--- src/rtl/xor_stream_parity_pkg.sv ---
// Shared types, default parameters and the parity helper for the streaming
// XOR parity engine.
package xor_pkg;

  typedef enum logic {
    ACCUM = 1'b0,
    HOLD  = 1'b1
  } state_e;

  localparam int DEF_DATA_W    = 8;
  localparam int DEF_ODD       = 0;
  localparam int DEF_MAX_BEATS = 16;

  // Widest word parity_f accepts; callers zero-extend, which leaves the XOR unchanged.
  localparam int PAR_MAX_W = 1024;

  function automatic logic parity_f(input logic [PAR_MAX_W-1:0] word, input logic odd);
    return (^word) ^ odd;
  endfunction

endpackage

--- src/rtl/xor_stream_parity_if.sv ---
// Beat-in / result-out bundle for xor_stream_parity. The master side feeds beats
// and accepts results; the slave side is the engine.
interface xor_stream_parity_if
  import xor_pkg::*;
#(
  parameter int DATA_W = DEF_DATA_W,
  parameter int CNT_W  = $clog2(DEF_MAX_BEATS + 1)
) ();

  logic              s_valid;
  logic              s_ready;
  logic [DATA_W-1:0] s_data;
  logic              s_last;

  logic              m_valid;
  logic              m_ready;
  logic [DATA_W-1:0] m_word;
  logic              m_parity;
  logic [CNT_W-1:0]  m_beats;
  logic              m_err;

  modport master (
    output s_valid, s_data, s_last, m_ready,
    input  s_ready, m_valid, m_word, m_parity, m_beats, m_err
  );

  modport slave (
    input  s_valid, s_data, s_last, m_ready,
    output s_ready, m_valid, m_word, m_parity, m_beats, m_err
  );

endinterface

--- src/rtl/xor_stream_parity_fold_acc.sv ---
// Running XOR / beat-count / overflow accumulator for one packet. Exposes the
// packet totals as they would stand with the presented beat folded in.
module xor_fold_acc
  import xor_pkg::*;
#(
  parameter int DATA_W    = DEF_DATA_W,
  parameter int MAX_BEATS = DEF_MAX_BEATS,
  parameter int CNT_W     = $clog2(MAX_BEATS + 1)
) (
  input  logic              clk,
  input  logic              rst_n,
  input  logic              clear_i,
  input  logic              step_i,
  input  logic              last_i,
  input  logic [DATA_W-1:0] data_i,
  output logic [DATA_W-1:0] word_o,
  output logic [CNT_W-1:0]  beats_o,
  output logic              err_o
);

  localparam logic [CNT_W-1:0] MAX_CNT = CNT_W'(MAX_BEATS);

  logic [DATA_W-1:0] acc_q, acc_d;
  logic [CNT_W-1:0]  cnt_q, cnt_d;
  logic              err_q, err_d;
  logic              at_max;

  assign at_max  = (cnt_q == MAX_CNT);
  assign word_o  = acc_q ^ data_i;
  assign beats_o = at_max ? cnt_q : cnt_q + CNT_W'(1);
  assign err_o   = err_q | at_max;

  always_ff @(posedge clk or negedge rst_n) begin
    if (!rst_n) begin
      acc_q <= '0;
      cnt_q <= '0;
      err_q <= 1'b0;
    end else begin
      acc_q <= acc_d;
      cnt_q <= cnt_d;
      err_q <= err_d;
    end
  end

  // A final beat hands its totals to the output register and restarts the fold.
  always_comb begin
    acc_d = acc_q;
    cnt_d = cnt_q;
    err_d = err_q;
    if (clear_i || (step_i && last_i)) begin
      acc_d = '0;
      cnt_d = '0;
      err_d = 1'b0;
    end else if (step_i) begin
      acc_d = word_o;
      cnt_d = beats_o;
      err_d = err_o;
    end
  end

endmodule

--- src/rtl/xor_stream_parity.sv ---
// Streaming XOR-reduction engine: folds a packet of beats into one word plus
// parity, beat count and overflow flag, held on a registered result port.
module xor_stream_parity
  import xor_pkg::*;
#(
  parameter  int DATA_W    = DEF_DATA_W,
  parameter  int ODD       = DEF_ODD,
  parameter  int MAX_BEATS = DEF_MAX_BEATS,
  localparam int CNT_W     = $clog2(MAX_BEATS + 1)
) (
  input logic                 clk,
  input logic                 rst_n,
  input logic                 clear,
  xor_stream_parity_if.slave  bus
);

  localparam logic ODD_BIT = 1'(ODD);

  state_e state_q, state_d;

  logic              s_xfer;
  logic              m_acc;
  logic              pkt_done;

  logic [DATA_W-1:0]    fold_word;
  logic [CNT_W-1:0]     fold_beats;
  logic                 fold_err;
  logic [PAR_MAX_W-1:0] fold_wide;

  logic [DATA_W-1:0] word_q, word_d;
  logic              parity_q, parity_d;
  logic [CNT_W-1:0]  beats_q, beats_d;
  logic              err_q, err_d;

  assign s_xfer    = bus.s_valid & bus.s_ready;
  assign m_acc     = bus.m_valid & bus.m_ready;
  assign pkt_done  = s_xfer & bus.s_last & ~clear;
  assign fold_wide = PAR_MAX_W'(fold_word);

  xor_fold_acc #(
    .DATA_W    (DATA_W),
    .MAX_BEATS (MAX_BEATS),
    .CNT_W     (CNT_W)
  ) u_fold (
    .clk     (clk),
    .rst_n   (rst_n),
    .clear_i (clear),
    .step_i  (s_xfer),
    .last_i  (bus.s_last),
    .data_i  (bus.s_data),
    .word_o  (fold_word),
    .beats_o (fold_beats),
    .err_o   (fold_err)
  );

  always_ff @(posedge clk or negedge rst_n) begin
    if (!rst_n) begin
      state_q <= ACCUM;
    end else begin
      state_q <= state_d;
    end
  end

  // clear wins over both a completing beat and a result accept.
  always_comb begin
    state_d = state_q;
    unique case (state_q)
      ACCUM:   if (pkt_done) state_d = HOLD;
      HOLD:    if (m_acc)    state_d = ACCUM;
      default:               state_d = ACCUM;
    endcase
    if (clear) state_d = ACCUM;
  end

  always_comb begin
    bus.s_ready = (state_q == ACCUM);
    bus.m_valid = (state_q == HOLD);
  end

  always_ff @(posedge clk or negedge rst_n) begin
    if (!rst_n) begin
      word_q   <= '0;
      parity_q <= ODD_BIT;
      beats_q  <= '0;
      err_q    <= 1'b0;
    end else begin
      word_q   <= word_d;
      parity_q <= parity_d;
      beats_q  <= beats_d;
      err_q    <= err_d;
    end
  end

  // Result fields keep their last value after acceptance or clear.
  always_comb begin
    word_d   = word_q;
    parity_d = parity_q;
    beats_d  = beats_q;
    err_d    = err_q;
    if (pkt_done) begin
      word_d   = fold_word;
      parity_d = parity_f(fold_wide, ODD_BIT);
      beats_d  = fold_beats;
      err_d    = fold_err;
    end
  end

  assign bus.m_word   = word_q;
  assign bus.m_parity = parity_q;
  assign bus.m_beats  = beats_q;
  assign bus.m_err    = err_q;

endmodule

--- src/flat_wrapper.sv ---
// flat-port wrapper written by rule: the top's interface ports become plain ports
module xor_stream_parity_flat import xor_pkg::*;
#(
  parameter  int DATA_W    = DEF_DATA_W,
  parameter  int ODD       = DEF_ODD,
  parameter  int MAX_BEATS = DEF_MAX_BEATS,
  localparam int CNT_W     = $clog2(MAX_BEATS + 1)
)
  (clk, rst_n, clear, bus_s_valid, bus_s_data, bus_s_last, bus_m_ready, bus_s_ready, bus_m_valid, bus_m_word, bus_m_parity, bus_m_beats, bus_m_err);
  xor_stream_parity_if #(.DATA_W(DATA_W), .CNT_W((5))) bus_i ();
  input logic clk;
  input logic rst_n;
  input logic clear;
  input wire logic [$bits(bus_i.s_valid)-1:0] bus_s_valid;
  input wire logic [$bits(bus_i.s_data)-1:0] bus_s_data;
  input wire logic [$bits(bus_i.s_last)-1:0] bus_s_last;
  input wire logic [$bits(bus_i.m_ready)-1:0] bus_m_ready;
  output wire logic [$bits(bus_i.s_ready)-1:0] bus_s_ready;
  output wire logic [$bits(bus_i.m_valid)-1:0] bus_m_valid;
  output wire logic [$bits(bus_i.m_word)-1:0] bus_m_word;
  output wire logic [$bits(bus_i.m_parity)-1:0] bus_m_parity;
  output wire logic [$bits(bus_i.m_beats)-1:0] bus_m_beats;
  output wire logic [$bits(bus_i.m_err)-1:0] bus_m_err;
  assign bus_i.s_valid = bus_s_valid;
  assign bus_i.s_data = bus_s_data;
  assign bus_i.s_last = bus_s_last;
  assign bus_i.m_ready = bus_m_ready;
  assign bus_s_ready = bus_i.s_ready;
  assign bus_m_valid = bus_i.m_valid;
  assign bus_m_word = bus_i.m_word;
  assign bus_m_parity = bus_i.m_parity;
  assign bus_m_beats = bus_i.m_beats;
  assign bus_m_err = bus_i.m_err;
  xor_stream_parity #(.DATA_W(DATA_W), .ODD(ODD), .MAX_BEATS(MAX_BEATS)) u_core (.clk(clk), .rst_n(rst_n), .clear(clear), .bus(bus_i));
endmodule
--- config.mk ---
export PLATFORM = sky130hd
export DESIGN_NAME = xor_stream_parity_flat
export DESIGN_NICKNAME = d
export VERILOG_FILES = /design/src/rtl/xor_stream_parity_pkg.sv /design/src/rtl/xor_stream_parity_if.sv /design/src/rtl/xor_stream_parity_fold_acc.sv /design/src/rtl/xor_stream_parity.sv /design/src/flat_wrapper.sv
export SDC_FILE = /design/constraint.sdc
export NUM_CORES = 1
export LEC_CHECK = 0
export CAP_MARGIN = 20
export CORE_MARGIN = 2
export CORE_UTILIZATION = 51
export CTS_CLUSTER_SIZE = 40
export DETAILED_ROUTE_END_ITERATION = 8
export PLACE_DENSITY_LB_ADDON = 0.05
export SETUP_SLACK_MARGIN = 0.1
export SLEW_MARGIN = 20
export SYNTH_ARGS = -nofsm -noshare
export SYNTH_HDL_FRONTEND = slang
export SYNTH_HIERARCHICAL = 1
export SYNTH_SLANG_ARGS = --single-unit
--- constraint.sdc ---
create_clock -name clk -period 2.2 [get_ports clk]
set_clock_uncertainty 0.2 [all_clocks]
set_input_delay 0.44 -clock clk [delete_from_list [all_inputs] [get_ports clk]]
set_output_delay 0.44 -clock clk [all_outputs]
set_load 0.02 [all_outputs]
Word-level counts from Yosys, hierarchy flattened
Index checks and enable logic that the tools add are counted.

Add/subtract/negate cells: 1. Eq/ne operators: 1. Muxes and demuxes: 11. Bitwise gates (word level): 8. Reduce and logical (&&, ||, !) cells: 4.

Operators with widths (number): 1024-bit parity (1); 8-bit two-way mux (2); 5-bit two-way mux (3); 8-bit bitwise XOR (1); 5-bit by 1-bit adder with 5-bit output, second input constant (1); 5-bit == test, second input constant (1); 1-bit two-way mux (5); 1-bit bitwise AND (4); 1-bit NOT (2); 1-bit one-hot mux with 2 select lines (1); 2-bit nonzero test (1); 1-bit logical AND (1); 1-bit logical OR (1); 1-bit bitwise OR (1).

Register bits after elaboration: 30. Input port bits: 14. Output and inout port bits: 17. Word-level logic and storage cells: 33.

Longest topological paths before layout
Depth in word-level cells: 7. Mapped depth: 6. Depth with buffers taken out: 5.

Hierarchy
The synthesis kept the hierarchy.

Modules (own cells, without submodules): xor_fold_acc (instances 1, cells an instance 98, area an instance 935.9 um^2, sequential area each 350.3 um^2); xor_stream_parity (instances 1, cells an instance 46, area an instance 719.4 um^2, sequential area each 400.4 um^2).

Least setup slack after synthesis
Ideal clock, no wire load.

Kind: register to register. Start: register u_core.u_fold.cnt_q[0]. End: register u_core.u_fold.cnt_q[2]. Library setup time: 78 ps. Arrival: 1509 ps. Required time: 1922 ps. Setup slack: 413 ps. Stages on the path, launching flop included: 6. Buffers on the path: 0. Clock period less this slack: 1787 ps. Cells stage by stage: dfrtp_1 > inv_1 > ha_1 > and4bb_4 > or4b_1 > a21oi_1.

Word-level cells in the longest chain between the ends: 4. Elaborated cells between the ends (all ways): 5. Classes of those cells: 1 x add/sub; 1 x eq/ne; 3 x mux.

RTL lines: start, declared (RTL line xor_stream_parity_fold_acc.sv:24) `logic [CNT_W-1:0] cnt_q, cnt_d;`; start signal, assigned (RTL line xor_stream_parity_fold_acc.sv:40) `cnt_q <= cnt_d;`; 5-bit by 1-bit adder with 5-bit output or 5-bit == test (tied branches) (RTL line xor_stream_parity_fold_acc.sv:30, xor_stream_parity_fold_acc.sv:28); 5-bit two-way mux * (RTL line xor_stream_parity_fold_acc.sv:30) `assign beats_o = at_max ? cnt_q : cnt_q + CNT_W'(1);`; 5-bit two-way mux * (RTL line xor_stream_parity_fold_acc.sv:54) `end else if (step_i) begin`; 5-bit two-way mux * (RTL line xor_stream_parity_fold_acc.sv:50) `if (clear_i || (step_i && last_i)) begin`.

Every way passes the cells marked *; elsewhere a longest branch is shown, timed or not. The select of a mux whose other input is x is not followed. A chain may end at the register's enable or synchronous reset.

Worst setup path after layout
Start: register u_core.state_q (netlist: u_core/bus.m_valid). End: output port bus_m_valid.

RTL lines: start, declared (RTL line xor_stream_parity.sv:19) `state_e state_q, state_d;`; start signal, assigned (RTL line xor_stream_parity.sv:60) `state_q <= state_d;`; end, declared (RTL line flat_wrapper.sv:19) `output wire logic [$bits(bus_i.m_valid)-1:0] bus_m_valid;`.

No word-level cell between the ends.

==> flow_metrics.py <==
metrics = {
    "outcome": {
        "status": "finished clean",
    },
    "placed_design": {
        "dpl_cell_area_um2": 2060,
        "portBuffers": 30,
        "dp_hpwl_um": 2390,
        "place_ws_ps": -44.1,
        "gp_congestion": 0.807,
    },
    "die": {
        "start_util": 0.538,
        "fp-row-count": 20,
        "io_pins": 31,
        "core_area_um2": 3080,
        "die_y_um": 61.0,
        "fp.dieW_um": 61.0,
        "die_area_um2": 3720,
    },
    "cts": {
        "numCtsBuffers": 5,
        "clock_sinks": 30,
        "clk_latency_ps": 330,
        "cts.reportedPaths.clkPinSlew_ps": 100,
        "cts_tree": "done",
        "cts_setup_buffers": 0,
        "clk_path_buf_depth": 2,
        "clockRootBuffer": "clkbuf_4",
        "post_cts_resized": 0,
        "ctsHoldBuffers": 0,
        "cts-htree-levels": 2,
    },
    "setup_path": {
        "critPathKind": "reg -> out",
        "regToRegSetupSlack_ps": 400,
        "slowest_stage": "clkdlybuf4s50_1",
        "critPathMaxStageDelay_ps": 630,
        "timing.rr.start": "u_core/u_fold/cnt_q[1]",
        "critPathArrivalTime_ps": 1380,
        "required_ps": 1560,
        "rr_endpoint": "u_core/u_fold/cnt_q[2]",
        "crit_buf_inv": 1,
        "crit_fanout": 4,
        "crit_chain": "clkdlybuf4s50_1",
        "critPathLaunchType": "flop",
        "cp-end-kind": "output pin",
        "reg2regPathDepth": 5,
        "cp_top_family": "buffers and inverters",
    },
    "global_route": {
        "track_usage": 0.206,
        "grt_pass1_wl_um": 5460,
        "grt-ovfl-total": 0,
        "use_met2": 0.321,
        "grt_max_degree": 31,
        "grt_pass1_vias": 1178,
        "grtUsageMet3": 0.0661,
        "grt_antenna_before_repair": 0,
        "grt-busiest-layer": "met2",
        "met1_usage": 0.265,
    },
    "timing": {
        "min_period_ps": 2020,
        "setup_tns_ps": 0,
        "tightest_slew_ps": 384,
        "fmax_ghz": 0.496,
        "rsz0062_at_grt": "false",
        "hold_viol": 0,
        "slew_viol_final": 0,
        "timing.final.crit_share": 0.916,
        "setup_violations": 0,
        "fin_ws_ps": 185,
        "whs_ps": 293,
        "slew_headroom": 0.744,
    },
    "run": {
        "max_cap_viol_count": 0,
    },
    "layout": {
        "final.fill_count": 260,
        "drive_gt1_frac": 0.242,
        "nNetsFinal": 201,
        "area_growth_pct": 28.1,
        "diodes": 0,
        "stdcell_area_um2": 2120,
    },
    "synth": {
        "ys_top_cells_by_area": "dfrtp_1, mux2_4, xnor2_1, mux2_2, xor2_1",
        "synth_fp_nets": 160,
        "ys_types": 35,
        "synth_edf_count": 0,
        "syn_inst": 144,
        "syn_avg_cell_area_um2": 11.5,
        "synth_commonest_cells": "dfrtp_1, xnor2_1, nand2b_1, xor2_1",
        "yosysMostFrequentCell": "dfrtp_1",
        "synthArstFlopShare": 1.00,
        "netlist.area_leader.share": 0.454,
        "ys_seq_area_frac": 0.454,
        "yosys.area.top_type": "dfrtp_1",
        "ys_ff_latch": 30,
        "synth_area_um2": 1660,
        "ys.flop_type": "dfrtp_1",
        "yosys_warnings": 6,
    },
    "drt": {
        "drc": 0,
        "ant_nets": 0,
        "drt_pass1_iterations": 4,
        "wirelength_um": 3270,
        "routed_via_density": 5.27,
        "first_iter_violations": 42,
        "num_vias": 1211,
        "detail_route.wl_per_cell_um": 14.2,
    },
    "worst_hold_path": {
        "min_path_type": "in -> async",
    },
    "power_and_ir_drop": {
        "peakVddDrop_mv": 0.411,
        "p_leak_nw": 0.904,
        "totalPowerFinal_mw": 1.42,
        "p_per_area_nw_per_um2": 669,
    },
}
-- flip-flops by register name, summed over array words and instances (netlist names) --
signal / cells
u_core/bus.m_beats: 5
u_core/bus.m_err: 1
u_core/bus.m_parity: 1
u_core/bus.m_valid: 1
u_core/bus.m_word: 8
u_core/u_fold/acc_q: 8
u_core/u_fold/cnt_q: 5
u_core/u_fold/err_q: 1
-- kinds of logic (layout without fill, tap and decap cells) --
logic type | after synthesis | in the layout | share of synthesized area
and+or+nand+nor | 41 | 41 | 0.160
DFF | 30 | 30 | 0.454
AOI/OAI and AO/OA | 26 | 26 | 0.117
xor gates and xnor gates | 19 | 19 | 0.101
muxes | 14 | 14 | 0.111
buffers and inverters | 12 | 54 | 0.0423
adders and majority gates | 2 | 2 | 0.0151
-- cell type report --
type                       instances  area [um2]  share of cell area
multi-input combinational        102         835               0.394
inverter                           4        15.0             0.00708
clock inverter                     1        5.00             0.00236
tap                               44        55.1              0.0260
timing repair buffer              42         405               0.191
clock buffer                       7        55.1              0.0260
sequential                        30         751               0.354
-- metrics by stage --
stage / std cells / util
finish: 230 / 0.689
global route: 230 / 0.689
CTS: 230 / 0.688
detailed placement: 222 / 0.669
global placement: 222 / 0.669
floorplan: 144 / -
-- cell usage in the layout, fill, tap and decap left out, drive strengths merged --
cell type	count
dfrtp	30
nand2b	8
a21o	1
xnor2	11
clkinv	1
a21bo	6
nand3b	7
or2	1
buf	12
o21ai	2
and3b	2
mux2	14
nand4	2
o22ai	1
inv	4
and4bb	1
dlymetal6s2s	1
xor2	8
a31oi	1
ha	2
a221oi	6
nand2	4
clkbuf	7
nand3	4
nor4bb	1
a211oi	1
or4b	1
nor2b	2
a21oi	7
o31ai	1
nor2	5
or3	3
clkdlybuf4s50	29
-- worst max path at each step --
stage,startpoint,end,cells after the start
global placement,bus_s_valid,u_core/bus.m_beats[4],5
finish,u_core/bus.m_valid,bus_m_valid,1
global route,u_core/bus.m_valid,bus_m_valid,1
detailed placement,bus_s_valid,u_core/u_fold/cnt_q[2],6
CTS,u_core/bus.m_valid,bus_s_ready,2
floorplan,u_core/u_fold/cnt_q[0],u_core/u_fold/cnt_q[2],5
-- metal layers --
layer	wire, um	vias up
li1	-	593
met1	1490	582
met2	1580	31
met3	139	5
met4	62	0
met5	0	-
-- power breakdown --
group	total, mW	switching, mW	internal (mW)
Clock	0.345	0.190	0.155
Sequential	0.648	0.0369	0.611
Combinational	0.427	0.193	0.234
Total	1.42	0.420	0.999
Note: power is estimated with default switching activity, not from simulation.
